## config.mk

```make
export PLATFORM = sky130hd
export DESIGN_NAME = edge_event_arbiter
export DESIGN_NICKNAME = d
export VERILOG_FILES = /design/src/rtl/edge_event_pkg.sv /design/src/rtl/edge_event_arbiter_sync_rise_det.sv /design/src/rtl/edge_event_arbiter.sv
export SDC_FILE = /design/constraint.sdc
export NUM_CORES = 1
export LEC_CHECK = 0
export ABC_AREA = 1
export CORE_MARGIN = 1.5
export CORE_UTILIZATION = 35
export CTS_BUF_LIST = sky130_fd_sc_hd__clkbuf_8
export DETAILED_ROUTE_END_ITERATION = 10
export PLACE_DENSITY = 0.63
export SLEW_MARGIN = 20
export SYNTH_ARGS = -nofsm -noshare
export SYNTH_HDL_FRONTEND = slang
export SYNTH_SLANG_ARGS = --single-unit
```

## constraint.sdc

```tcl
create_clock -name clk -period 1.24 [get_ports clk]
set_clock_uncertainty 0.05 [all_clocks]
set_input_delay 0.31 -clock clk [delete_from_list [all_inputs] [get_ports clk]]
set_output_delay 0.31 -clock clk [all_outputs]
set_load 0.03 [all_outputs]
```

## src/rtl/edge_event_pkg.sv

```systemverilog
// Shared types and helpers for the edge event arbiter.
// Holds the FSM state type and the round-robin search.
package edge_event_pkg;

    typedef enum logic {IDLE, OFFER} arb_state_t;

    localparam int MIN_SYNC_STAGES = 2;

    // Returns {found, id}; the search starts just after ptr and wraps at n.
    function automatic logic [5:0] rr_pick(
        input logic [31:0] pending,
        input logic [4:0]  ptr,
        input int unsigned n
    );
        logic        found;
        logic [4:0]  id;
        int unsigned idx;
        found = 1'b0;
        id    = '0;
        idx   = 0;
        for (int unsigned i = 1; i <= 32; i++) begin
            if (i <= n && !found) begin
                idx = (int'(ptr) + i) % n;
                if (pending[idx]) begin
                    found = 1'b1;
                    id    = idx[4:0];
                end
            end
        end
        return {found, id};
    endfunction

endpackage

```

## src/rtl/edge_event_arbiter_sync_rise_det.sv

```systemverilog
// One channel: synchronizer chain plus previous-value flop.
// Emits a one-cycle rise when the synchronized level goes 0 -> 1.
module sync_rise_det
    import edge_event_pkg::*;
#(
    parameter int SYNC_STAGES = 2
) (
    input  logic clk,
    input  logic reset,
    input  logic async_i,
    output logic rise_o
);

    localparam int STAGES = (SYNC_STAGES < MIN_SYNC_STAGES) ?
                            MIN_SYNC_STAGES : SYNC_STAGES;

    logic [STAGES-1:0] sync_q;
    logic              prev_q;

    always_ff @(posedge clk) begin
        if (reset) begin
            sync_q <= '0;
            prev_q <= 1'b0;
        end else begin
            sync_q <= {sync_q[STAGES-2:0], async_i};
            prev_q <= sync_q[STAGES-1];
        end
    end

    assign rise_o = sync_q[STAGES-1] & ~prev_q;

endmodule

```

## src/rtl/edge_event_arbiter.sv

```systemverilog
// Rising-edge event collector with round-robin valid/ready offer.
// Pending, overflow, pointer and offer FSM live here.
module edge_event_arbiter
    import edge_event_pkg::*;
#(
    parameter int N_CH        = 4,
    parameter int SYNC_STAGES = 2,
    parameter int ID_W        = $clog2(N_CH)
) (
    input  logic            clk,
    input  logic            reset,
    input  logic [N_CH-1:0] async_i,
    input  logic [N_CH-1:0] en_i,
    input  logic [N_CH-1:0] ovf_clr_i,
    output logic            event_valid_o,
    output logic [ID_W-1:0] event_id_o,
    input  logic            event_ready_i,
    output logic [N_CH-1:0] pending_o,
    output logic [N_CH-1:0] overflow_o
);

    logic [N_CH-1:0] rise;
    logic [N_CH-1:0] pending_q, pending_d;
    logic [N_CH-1:0] ovf_q, ovf_d;
    logic [ID_W-1:0] id_q, id_d;
    logic [ID_W-1:0] rr_q, rr_d;
    arb_state_t      state_q, state_d;
    logic [5:0]      pick;
    logic            found;
    logic [ID_W-1:0] win;
    logic            load;

    for (genvar k = 0; k < N_CH; k++) begin : g_ch
        sync_rise_det #(
            .SYNC_STAGES(SYNC_STAGES)
        ) u_det (
            .clk    (clk),
            .reset  (reset),
            .async_i(async_i[k]),
            .rise_o (rise[k])
        );
    end

    assign pick  = rr_pick(32'(pending_q), 5'(rr_q), N_CH);
    assign found = pick[5];
    assign win   = ID_W'(pick[4:0]);

    always_comb begin
        state_d = state_q;
        id_d    = id_q;
        rr_d    = rr_q;
        load    = 1'b0;
        unique case (state_q)
            IDLE: begin
                if (found) begin
                    load    = 1'b1;
                    state_d = OFFER;
                end
            end
            OFFER: begin
                if (event_ready_i) begin
                    if (found) load = 1'b1;
                    else state_d = IDLE;
                end
            end
            default: state_d = IDLE;
        endcase
        if (load) begin
            id_d = win;
            rr_d = win;
        end
    end

    // A fresh rise outranks both the disable-drop and the load-clear.
    always_comb begin
        pending_d = pending_q;
        ovf_d     = ovf_q;
        for (int k = 0; k < N_CH; k++) begin
            if (rise[k] && en_i[k]) begin
                pending_d[k] = 1'b1;
            end else if (!en_i[k]) begin
                pending_d[k] = 1'b0;
            end else if (load && (win == ID_W'(k))) begin
                pending_d[k] = 1'b0;
            end
            if (rise[k] && en_i[k] && pending_q[k]) begin
                ovf_d[k] = 1'b1;
            end else if (ovf_clr_i[k]) begin
                ovf_d[k] = 1'b0;
            end
        end
    end

    always_ff @(posedge clk) begin
        if (reset) begin
            state_q   <= IDLE;
            id_q      <= '0;
            rr_q      <= ID_W'(N_CH - 1);
            pending_q <= '0;
            ovf_q     <= '0;
        end else begin
            state_q   <= state_d;
            id_q      <= id_d;
            rr_q      <= rr_d;
            pending_q <= pending_d;
            ovf_q     <= ovf_d;
        end
    end

    assign event_valid_o = (state_q == OFFER);
    assign event_id_o    = id_q;
    assign pending_o     = pending_q;
    assign overflow_o    = ovf_q;

endmodule

```

; After elaboration in Yosys (flattened, before gate mapping)
; Cells that the tools add are included.
[op_classes]
add_sub_neg = 4
multipliers = 0
n_div = 0
order_cmp = 4
eq_ne = 7
shift = 0
mux = 47
n_bitwise = 9
reduce_logical = 17
[ops]
columns = operator, count
row1 = 1-bit 2-to-1 mux, 34
row2 = 2-bit by 6-bit < comparator with 1-bit output (second input constant), 4
row3 = 2-bit 2-to-1 mux, 7
row4 = 1-bit logical AND, 12
row5 = 3-bit by 1-bit inequality test with 1-bit output (second input constant), 4
row6 = 1-bit binary-select mux with 2-bit select, 4
row7 = 2-bit nonzero test, 4
row8 = 1-bit NOT, 5
row9 = 2-bit by 1-bit adder with 2-bit output (second input constant), 2
row10 = 2-bit adder (second input constant), 2
row11 = 1-bit AND, 4
row12 = 2-bit equality test (second input constant), 2
row13 = 1-bit case mux with 2 select lines, 2
row14 = 2-bit by 1-bit equality test with 1-bit output (second input constant), 1
row15 = 2-bit logical NOT, 1
[word_totals]
regBits = 25
latch_bits = 0
mem_bits_rw = 0
romBits = 0
input_bits = 15
mem_count = 0

; Logic depth before layout (Yosys ltp)
; Gate-level depths: netlist of run 1.
[depth]
ltp_word = 15
ltp_mapped = 13

; Cells and area by module
; From an unflattened synthesis of run 1, not the netlist that was laid out.
[hier_totals]
cells_unflattened = 164
area_unflattened_um2 = 1178.6
[modules_own_cells]
columns = mod, instances, cells_each, area_each_um2
row1 = edge_event_arbiter, 1, 124, 833.3
row2 = sync_rise_det, 4, 10, 86.3

; Least setup slack after synthesis of run 1
; OpenSTA, ideal clock, no wires.
[synth_path]
path_kind = register to register
from = register pending_q[3], in the netlist pending_o[3]
to = register pending_q[0], in the netlist pending_o[0]
setup_ns = 0.132
arrival_ns = 1.370
setup_slack_ns = -0.312
path_stages_with_launch = 12
n_path_buf = 0
period_less_slack_ns = 1.552
cell_sequence = dfxtp_1 > inv_1 > nand2_1 > nand3_2 > nand2_2 > nand3_2 > nand2_2 > nand2_1 > nand2_1 > nand3_1 > nand2_1 > a21oi_2
[synth_via]
elab_chain_cells = 12
elab_cells_between_ends = 28
cone_classes = eq/ne: 1 / mux: 25 / reduce/logical: 2
[synth_rtl]
columns = item, line
row1 = start: declaration, edge_event_arbiter.sv:23  ; logic [N_CH-1:0] pending_q, pending_d;
row2 = start signal: assignment, edge_event_arbiter.sv:105  ; pending_q <= pending_d;
row3 = 1-bit binary-select mux with 2-bit select, edge_event_pkg.sv:24  ; if (pending[idx]) begin
row4 = 1-bit 2-to-1 mux (implied by the code), edge_event_pkg.sv:24
row5 = 2-bit 2-to-1 mux (2 in a row), edge_event_pkg.sv:24
row6 = 2-bit 2-to-1 mux, edge_event_pkg.sv:22  ; if (i <= n && !found) begin
row7 = 2-bit 2-to-1 mux, edge_event_pkg.sv:24
row8 = 2-bit 2-to-1 mux, edge_event_pkg.sv:22
row9 = 2-bit 2-to-1 mux, edge_event_pkg.sv:24
row10 = 2-bit 2-to-1 mux, edge_event_pkg.sv:22
row11 = 2-bit logical NOT, edge_event_arbiter.sv:83  ; end else if (load && (win == ID_W'(k))) begin
row12 = 1-bit logical AND *, edge_event_arbiter.sv:83
row13 = 3-bit by 1-bit inequality test with 1-bit output (no line) *, -
; Mark *: on every way between the ends. The rest lies on a longest branch, timed or not. The select of a mux whose other input is x is not followed.
; A chain may end at the register's enable or synchronous reset.

; Worst setup path after layout of run 1
[layout_path]
from = register rr_q[0]
to = register id_q[0], in the netlist event_id_o[0]
[layout_via]
elab_chain_cells = 10
elab_cells_between_ends = 29
cone_classes = add/sub: 4 / mux: 25
[layout_rtl]
columns = item, line
row1 = start: declaration, edge_event_arbiter.sv:26  ; logic [ID_W-1:0] rr_q, rr_d;
row2 = start signal: assignment, edge_event_arbiter.sv:98  ; rr_q <= ID_W'(N_CH - 1);
row3 = start signal: assignment, edge_event_arbiter.sv:104  ; rr_q <= rr_d;
row4 = 2-bit adder or 2-bit by 1-bit adder with 2-bit output (tied branches), edge_event_pkg.sv:23  ; idx = (int'(ptr) + i) % n;
row5 = 1-bit binary-select mux with 2-bit select, edge_event_pkg.sv:24
row6 = 1-bit 2-to-1 mux (implied by the code), edge_event_pkg.sv:24
row7 = 1-bit 2-to-1 mux or 2-bit 2-to-1 mux (tied branches), edge_event_pkg.sv:24
row8 = 1-bit 2-to-1 mux or 2-bit 2-to-1 mux (tied branches), "edge_event_pkg.sv:22, edge_event_pkg.sv:24"
row9 = 1-bit 2-to-1 mux or 2-bit 2-to-1 mux (tied branches), edge_event_pkg.sv:22
row10 = 1-bit 2-to-1 mux or 2-bit 2-to-1 mux (tied branches), "edge_event_pkg.sv:22, edge_event_pkg.sv:24"
row11 = 1-bit 2-to-1 mux or 2-bit 2-to-1 mux (tied branches), "edge_event_arbiter.sv:55, edge_event_arbiter.sv:62, edge_event_pkg.sv:22"
row12 = 1-bit 2-to-1 mux or 2-bit 2-to-1 mux (tied branches), "edge_event_arbiter.sv:61, edge_event_pkg.sv:24"
row13 = 1-bit case mux with 2 select lines or 2-bit 2-to-1 mux (tied branches), "edge_event_arbiter.sv:53, edge_event_pkg.sv:22"
row14 = end signal: assignment, edge_event_arbiter.sv:103  ; id_q <= id_d;
row15 = end: declaration, edge_event_arbiter.sv:25  ; logic [ID_W-1:0] id_q, id_d;
; Parallel ways exist; a longest one is shown, timed or not. The select of a mux whose other input is x is not followed.

==> results.cfg, run 1 <==
[run_status]
outcome = finished, violations left
violations = negative setup slack

[critical_path]
rr_startpoint = rr_q[0]
crit_required_ns = 1.36
worst_setup_path_start_kind = register
crit_path_cell_trace = buf_6 -> nand2_4 -> nand4_1 -> nor2_4 -> nor2_4 -> buf_4 -> nand2_2 -> nand2_1 -> nand2_1 -> inv_1
cp_max_fo = 6
cp-startpoint = rr_q[0]
critPathKind = reg -> reg
cp-end-kind = register
crit_slowest_cell = dfxtp_4
arrival_ns = 1.58
critPathMaxStageDelay_ns = 0.39

[logic_synthesis]
synth_area_per_cell_sq_um = 7.13
synth.top_cell.area_share = 0.406
synth_nets = 188
syn_area_sq_mm = 0.00123
yosys_warnings = 0
seq_area_frac_synth = 0.406
syn_inst = 173
synth_area_leaders = dfxtp_1, nand2_1, inv_1
yosys_register_bits = 25
synth.distinct_cells = 19
yosysTopAreaCell = dfxtp_1

[die]
rows = 21
chipHeight_microns = 62.4
die_area_sq_mm = 0.00389
core-area_sq_mm = 0.00336
die_width_microns = 62.4
start_util = 0.367
io_pins = 26

[detailed_routing]
dr.pass1.iters = 4
drcViolationCount = 0
drt_iter0_drc = 43
vias = 1108
drt_wl_total_microns = 2350
routedWlPerCell_microns = 8.85
avgViaCountPerCell = 4.18
ant_nets = 0

[timing]
tightest_slew_ns = 0.255
clock.fmax_ghz = 0.684
finalCritPeriodShare = 1.18
slew_violations = 0
min_period_ns = 1.46
rsz0062_at_grt = yes
final_hold_viol_count = 0
tns_ns = -1.59
worst_slack_ns = -0.222
finalSetupViolations = 9
slew_headroom = 0.829

[place]
dpl_cell_area_sq_mm = 0.00159
pre_cts_ws_ns = -0.268
place_hpwl_microns = 1850
gp_routability_congestion = 0.848
port_buffers = 25

[cells_and_area]
fill_cells = 347
drive_gt1_frac = 0.388
stdcell_area_sq_mm = 0.00182
layout.nets = 235
layout_common_cells = inv_1, nand2_1, buf_4
multiInputGateArea_sq_um = 636
diodes = 0
final-seq-area_sq_um = 520
area_growth_pct = 47.3
mostFrequentLayoutCell = inv_1

[global_routing]
antenna_found_initial = 0
grt_usage = 0.132
grt.overflow.total = 0
grt_pass1_vias = 1060
grt_max_degree = 15
grt_pass1_wl_microns = 4220

[cts]
root_buffer = clkbuf_8
cts_made_buffers = 3
clock_sinks = 25
cts_max_level = 1
clk_pin_slew_ns = 0.08
clk_latency_ns = 0.26
cts_buffer_depth = 2
tritoncts = done

[power_and_ir_drop]
leakagePower_nw = 0.898
finalPower_mw = 3.00
power.density_mw_per_mm2 = 1650
ir_drop_mv = 0.796

[flow_run]
max_cap_viol_count = 0

[min_path]
worstHoldStart = g_ch[0].u_det.sync_q[0]
hp-class = reg -> reg
-- repair_timing --
| action | 4_1_cts | 5_1_grt |
|---|---|---|
| resized for setup | 25 | 12 |
| endpoints found under the setup margin | 13 | 13 |
| hold buffers | 0 | 0 |
| cloned | 0 | 0 |
| pin swaps | 10 | 6 |
| setup buffers | 3 | 8 |
-- registers in the layout, indices dropped and copies added (netlist names) --
| signal | cells |
|---|---|
| rr_q | 2 |
| event_id_o | 2 |
| g_ch.u_det.prev_q | 4 |
| g_ch.u_det.sync_q | 8 |
| event_valid_o | 1 |
| overflow_o | 4 |
| pending_o | 4 |
-- path summary, 6_finish.rpt --
check,to,slack [ns],cells after the start
worst min-delay path,g_ch[0].u_det.sync_q[1],0.36,2
worst min register to register,g_ch[0].u_det.sync_q[1],0.36,2
worst max register to register,event_id_o[0],-0.22,10
worst max-delay path,event_id_o[0],-0.22,10
-- where the power goes --
part | internal, mW | switching (mW)
clock | 0.224 | 0.232
combinational | 0.687 | 0.880
sequential | 0.891 | 0.0847
total | 1.80 | 1.20
-- metrics by stage --
step | instances | hold WS (ns) | util
floorplan | 173 | 0.313 | -
global placement | 251 | 0.340 | 0.472
detailed placement | 251 | 0.347 | 0.472
CTS | 258 | 0.359 | 0.516
global route | 265 | 0.383 | 0.540
finish | 265 | 0.356 | 0.540
-- worst max-delay path: cells and delay by family, from the launching register on --
family	cells	cell delay [ns]
buffers and inverters	3	0.32
and+or+nand+nor	7	0.60
DFF	1	0.39
-- cell type report --
cell class | instances | share of cell area
multi-input cells | 108 | 0.350
well taps | 46 | 0.0317
clock buffers | 3 | 0.0227
repair buffers | 45 | 0.226
flip-flops and latches | 25 | 0.287
inverters | 37 | 0.0806
clock inverters | 1 | 0.00275
-- metal layers --
metal  wire length [microns]  GRT usage  up-vias
li1                        -          -      605
met2                    1180      0.238       18
met4                      38     0.0500        0
met5                       0          0        -
met1                    1040      0.156      479
met3                      83     0.0234        6
-- synth_stat cells, drive strengths merged --
cell    number
nand2       58
inv         37
dfxtp       25
nor2        24
nand3       13
a21oi        9
buf          2
o211ai       2
clkbuf       1
nand4        1
o21ai        1
-- cell families (layout without fill, tap and decap cells) --
kind of cell,after synthesis,after routing,synth area share
flip-flops,25,25,0.406
buffers and inverters,40,86,0.134
AO/OA/AOI/OAI,12,12,0.0619
AND/OR/NAND/NOR,96,96,0.399
Note: power is estimated with default switching activity, not from simulation.
==> run 2: changes to the inputs <==
--- a/config.mk
+++ b/config.mk
@@ -11,6 +11,7 @@
 export CTS_BUF_LIST = sky130_fd_sc_hd__clkbuf_8
 export DETAILED_ROUTE_END_ITERATION = 10
 export PLACE_DENSITY = 0.63
+export REMOVE_ABC_BUFFERS = 1
 export SLEW_MARGIN = 20
 export SYNTH_ARGS = -nofsm -noshare
 export SYNTH_HDL_FRONTEND = slang
==> run 2 against run 1 <==
  * The flow still finishes with violations (negative setup slack)
  * Clock-buffer cell count stayed put
  * First-iteration DRC count is 21% lower
  * Fmax is 3.4% lower
  * Die area stayed put
  * Sequential share of layout area is 1.1 points lower
  * Sequential power is 2% lower
  * Worst setup slack worse by 0.051 ns
  * Final area is 2.4% higher
  * Utilization is 1.3 points higher
  * Largest cell class unchanged
==> results.cfg, run 2 (same netlist as run 1, synthesis figures left out) <==
[cells_and_area]
layout.nets = 233
drive_gt1_frac = 0.401
mostFrequentLayoutCell = inv_1
largest_register_ffs = 8
area_growth_pct = 50.8
layout_common_cells = inv_1, nand2_1, nor2_1
diodes = 0
max_flop_register = g_ch.u_det.sync_q

[timing]
clock.fmax_ghz = 0.661
final_hold_viol_count = 0
slew_violations = 0
finalSetupViolations = 9
rsz0062_at_grt = yes
finalCritPeriodShare = 1.22
worst_slack_ns = -0.273
tightest_slew_ns = 0.295
slew_headroom = 0.802
min_period_ns = 1.51
holdWs_ns = 0.354

[critical_path]
crit_required_ns = 1.33
critPathKind = reg -> reg
worst_setup_path_start_kind = register
cp-end-kind = register
cp_max_fo = 8
r2r_setup_slack_ns = -0.27
arrival_ns = 1.61

[global_routing]
grt_usage = 0.139
grt_pass1_wl_microns = 4450
antenna_found_initial = 0
grt_pass1_vias = 1071
grt.overflow.total = 0
grt_max_degree = 14

[die]
rows = 21
start_util = 0.367
chipHeight_microns = 62.4
die_area_sq_mm = 0.00389
core-area_sq_mm = 0.00336
die_width_microns = 62.4
io_pins = 26

[detailed_routing]
routedWlPerCell_microns = 9.66
drt_iter0_drc = 34
vias = 1130
ant_nets = 0
drcViolationCount = 0
drt_wl_total_microns = 2540
avgViaCountPerCell = 4.30
dr.pass1.iters = 4

[cts]
clk_latency_ns = 0.26
cts_made_buffers = 3
cts_buffer_depth = 2
postCtsHoldBufs = 0
clock_sinks = 25
root_buffer = clkbuf_8
cts_max_level = 1
clk_pin_slew_ns = 0.08
tritoncts = done

[run_status]
outcome = finished, violations left
violations = negative setup slack

[flow_run]
max_cap_viol_count = 0

[power_and_ir_drop]
power.density_mw_per_mm2 = 1650
leakagePower_nw = 0.901
ir_drop_mv = 0.808

[place]
place_hpwl_microns = 1920
pre_cts_ws_ns = -0.265
port_buffers = 25
gp_routability_congestion = 0.820

[min_path]
hp-class = reg -> reg
-- run 2: changes by cell type in the layout (fill, tap and decap cells not counted), sizes merged --
cell    delta
buf        -2
clkinv     -1
inv        +1
-- run 2: final timing paths --
path | endpoint | from | depth (start not counted)
max | rr_q[1] | rr_q[0] | 8
min | g_ch[2].u_det.sync_q[1] | g_ch[2].u_det.sync_q[0] | 2
max reg2reg | rr_q[1] | rr_q[0] | 8
min reg2reg | g_ch[2].u_det.sync_q[1] | g_ch[2].u_det.sync_q[0] | 2
-- run 2: metal layers --
layer | track usage | share of wire | up-vias
li1 | - | - | 599
met1 | 0.165 | 0.44 | 508
met2 | 0.246 | 0.53 | 19
met3 | 0.0216 | 0.024 | 4
met4 | 0.0639 | 0.013 | 0
met5 | 0 | 0 | -
-- run 2: cell type report --
cell class	instances	area, sq um
clock buffer	3	41.3
clock inverter	1	3.75
fill	352	1500
inverter	37	151
multi-input combinational	108	689
sequential	25	513
tap	46	57.6
timing repair buffer	43	404
-- run 2: report_power, final --
part	total, mW	switching, mW	internal (mW)
registers	0.957	0.0615	0.895
logic	1.66	0.963	0.692
clock network	0.457	0.236	0.221
total	3.07	1.26	1.81
-- run 2: through the flow --
stage          cells  power [mW]   util  setup TNS (ns)  instance area [sq um]
2_1_floorplan    170        1.81      -           -2.13                   1210
3_3_place_gp     255        2.23  0.480           -1.92                   1610
3_5_place_dp     255        2.25  0.480           -2.35                   1610
4_1_cts          262        2.84  0.519           -1.83                   1750
5_1_grt          263        3.29  0.553           -2.94                   1860
6_report         263        3.07  0.553           -2.02                   1860
-- run 2: what timing repair did --
action | in CTS | in global routing
gates resized for setup | 22 | 27
cloned | 0 | 0
pin swaps | 7 | 5
endpoints found under the setup margin | 13 | 13
buffers inserted | 3 | 1
-- run 2: critical path, stage by stage, from the launching register on --
cell and delay, ns:
dfxtp_2 0.33, buf_12 0.14, nand2_2 0.12, nand4_1 0.19
nor2_4 0.19, nor2_4 0.08, buf_4 0.16, nand2_2 0.06
o211ai_1 0.07
==> run 3: changes to the inputs <==
--- a/config.mk
+++ b/config.mk
@@ -6,7 +6,7 @@
 export NUM_CORES = 1
 export LEC_CHECK = 0
 export ABC_AREA = 1
-export CORE_MARGIN = 1.5
+export CORE_MARGIN = 10
 export CORE_UTILIZATION = 35
 export CTS_BUF_LIST = sky130_fd_sc_hd__clkbuf_8
 export DETAILED_ROUTE_END_ITERATION = 10
==> run 3 against run 2 <==
  * The flow still finishes with violations (negative setup slack)
  * Sequential power decreased by 0.7%
  * Final cell count shrank 0.76%
  * Wire length down 3.3%
  * Register-to-register slack is essentially flat
  * Flip-flop and latch count did not move
  * Hold slack improved by 0.0042 ns
  * Largest power group unchanged
  * Final area shrank 5.2%
  * Largest cell class unchanged
  * Critical endpoint is now pending_o[1]
  * Highest routed layer unchanged
==> results.cfg, run 3 (same netlist as run 1, synthesis figures left out) <==
[run_status]
outcome = finished, violations left
violations = negative setup slack

[power_and_ir_drop]
finalPower_mw = 2.87
p_sw_mw = 1.10
combPwrFrac = 0.512
power_frac_seq = 0.331
ir_drop_mv = 0.773
swShare = 0.382
clockPowerShare = 0.156
leakagePower_nw = 0.880
power.internal_mw = 1.77
power.density_mw_per_mm2 = 1630

[cells_and_area]
stdcell_area_sq_mm = 0.00176
mostFrequentLayoutCell = nand2_1
largest_register_ffs = 8
drive_gt1_frac = 0.326
fill_cells = 358
layout.cells.non_filler = 261
diodes = 0
finish.utilization = 0.524
max_flop_register = g_ch.u_det.sync_q
layout_common_cells = nand2_1, inv_1, nor2_1, dfxtp_1, buf_4
area_growth_pct = 42.9
layout.nets = 231

[timing]
clock.fmax_ghz = 0.666
finalCritPeriodShare = 1.21
slew_headroom = 0.829
min_period_ns = 1.50
final_hold_viol_count = 0
tightest_slew_ns = 0.256
tns_ns = -2.11
rsz0062_at_grt = yes
finalSetupViolations = 10
holdWs_ns = 0.358
slew_violations = 0
worst_slack_ns = -0.261

[detailed_routing]
drt_wl_total_microns = 2460
avgViaCountPerCell = 4.19
drt_iter0_drc = 31
ant_nets = 0
drcViolationCount = 0
routedWlPerCell_microns = 9.42
dr.pass1.iters = 4
vias = 1093

[die]
start_util = 0.367
chipHeight_microns = 79.4
rows = 21
io_pins = 26
die_area_sq_mm = 0.00630
die_width_microns = 79.4
core-area_sq_mm = 0.00336

[critical_path]
crit_slowest_cell = dfxtp_4
critPathMaxStageDelay_ns = 0.37
arrival_ns = 1.64
crit_cells = 9
cp_max_fo = 7
rr_startpoint = rr_q[0]
r2r_cells = 9
crit_required_ns = 1.38
r2r_setup_slack_ns = -0.26
cp-end-kind = register
cpMostUsedCell = nor2_4
worst_setup_path_start_kind = register
crit_path_cell_trace = clkbuf_16 -> nand2_2 -> nand4_1 -> nor2_4 -> nor2_4 -> buf_12 -> nand3_1 -> nand2_1 -> a21oi_2
cp_num_buf_inv = 2
cp-startpoint = rr_q[0]
critPathKind = reg -> reg
r2r-end = pending_o[1]
crit_end = pending_o[1]
critical_path.top_delay_family = simple AND/OR/NAND/NOR gates

[place]
post-place-cells = 255
place_hpwl_microns = 2070
pre_cts_ws_ns = -0.257
dpl_cell_area_sq_mm = 0.00163
port_buffers = 25
gp_routability_congestion = 0.824

[min_path]
hp-class = reg -> reg

[global_routing]
grt_max_degree = 14
grt_pass1_vias = 950
grt_pass1_wl_microns = 3970
grt.overflow.total = 0
antenna_found_initial = 0
grt_usage = 0.0749

[cts]
cts_buffer_depth = 2
postCtsHoldBufs = 0
root_buffer = clkbuf_8
clk_pin_slew_ns = 0.08
clock_sinks = 25
cts_made_buffers = 3
tritoncts = done
cts_max_level = 1
clk_latency_ns = 0.26

[flow_run]
max_cap_viol_count = 0
run 3: cell count changes in the layout (fill, tap and decap cells not counted), moves of 3 or more:
cell,previous run,this run
nand3_1,4,7
nand2_4,9,5
nand2_2,18,15
nand2_1,29,38
buf_6,9,5
run 3: worst min-delay path by stage:
stage	start	endpoint	slack (ns)	cells after the start
finish	g_ch[2].u_det.sync_q[0]	g_ch[2].u_det.sync_q[1]	0.36	2
global route	g_ch[3].u_det.sync_q[0]	g_ch[3].u_det.sync_q[1]	0.37	2
CTS	g_ch[2].u_det.sync_q[0]	g_ch[2].u_det.sync_q[1]	0.36	2
detailed placement	g_ch[3].u_det.sync_q[0]	g_ch[3].u_det.sync_q[1]	0.35	2
global placement	g_ch[1].u_det.sync_q[0]	g_ch[1].u_det.sync_q[1]	0.34	2
floorplan	reset	pending_o[0]	0.32	1
run 3: power by group through the flow:
stage	Sequential, mW	Combinational [mW]	Clock (mW)
after global routing	0.963	1.59	0.499
final	0.950	1.47	0.449
after floorplan	1.06	0.747	0
after global placement	0.953	1.28	0
after detailed placement	0.954	1.28	0
after CTS	0.938	1.30	0.469
run 3: cell type report:
cell class              instances  area, sq um  share of cell area
repair buffers                 41          417               0.236
clock buffers                   3         41.3              0.0234
inverters                      37          146              0.0830
flip-flops and latches         25          512               0.290
multi-input cells             108          586               0.332
clock inverters                 1         3.75             0.00213
well taps                      46         57.6              0.0326
run 3: routing by layer:
metal	share of wire	up-vias	wire length [microns]	track usage
li1	-	597	-	-
met5	0	-	0	0
met2	0.48	21	1180	0.127
met1	0.46	473	1130	0.0860
met3	0.056	2	137	0.0304
met4	0.0049	0	12	0.0161
run 3: worst register-to-register path: cells and delay by family, from the launching register on:
family	cells	cell delay (ns)
AND/OR/NAND/NOR	6	0.63
flip-flops	1	0.37
buffers and inverters	2	0.29
AO/OA/AOI/OAI	1	0.10
run 3: repair_timing:
item / in CTS / in global routing
pin swaps: 2 / 4
gates cloned: 0 / 1
resized for setup: 8 / 10
setup endpoints to repair: 13 / 13
buffers inserted: 1 / 1
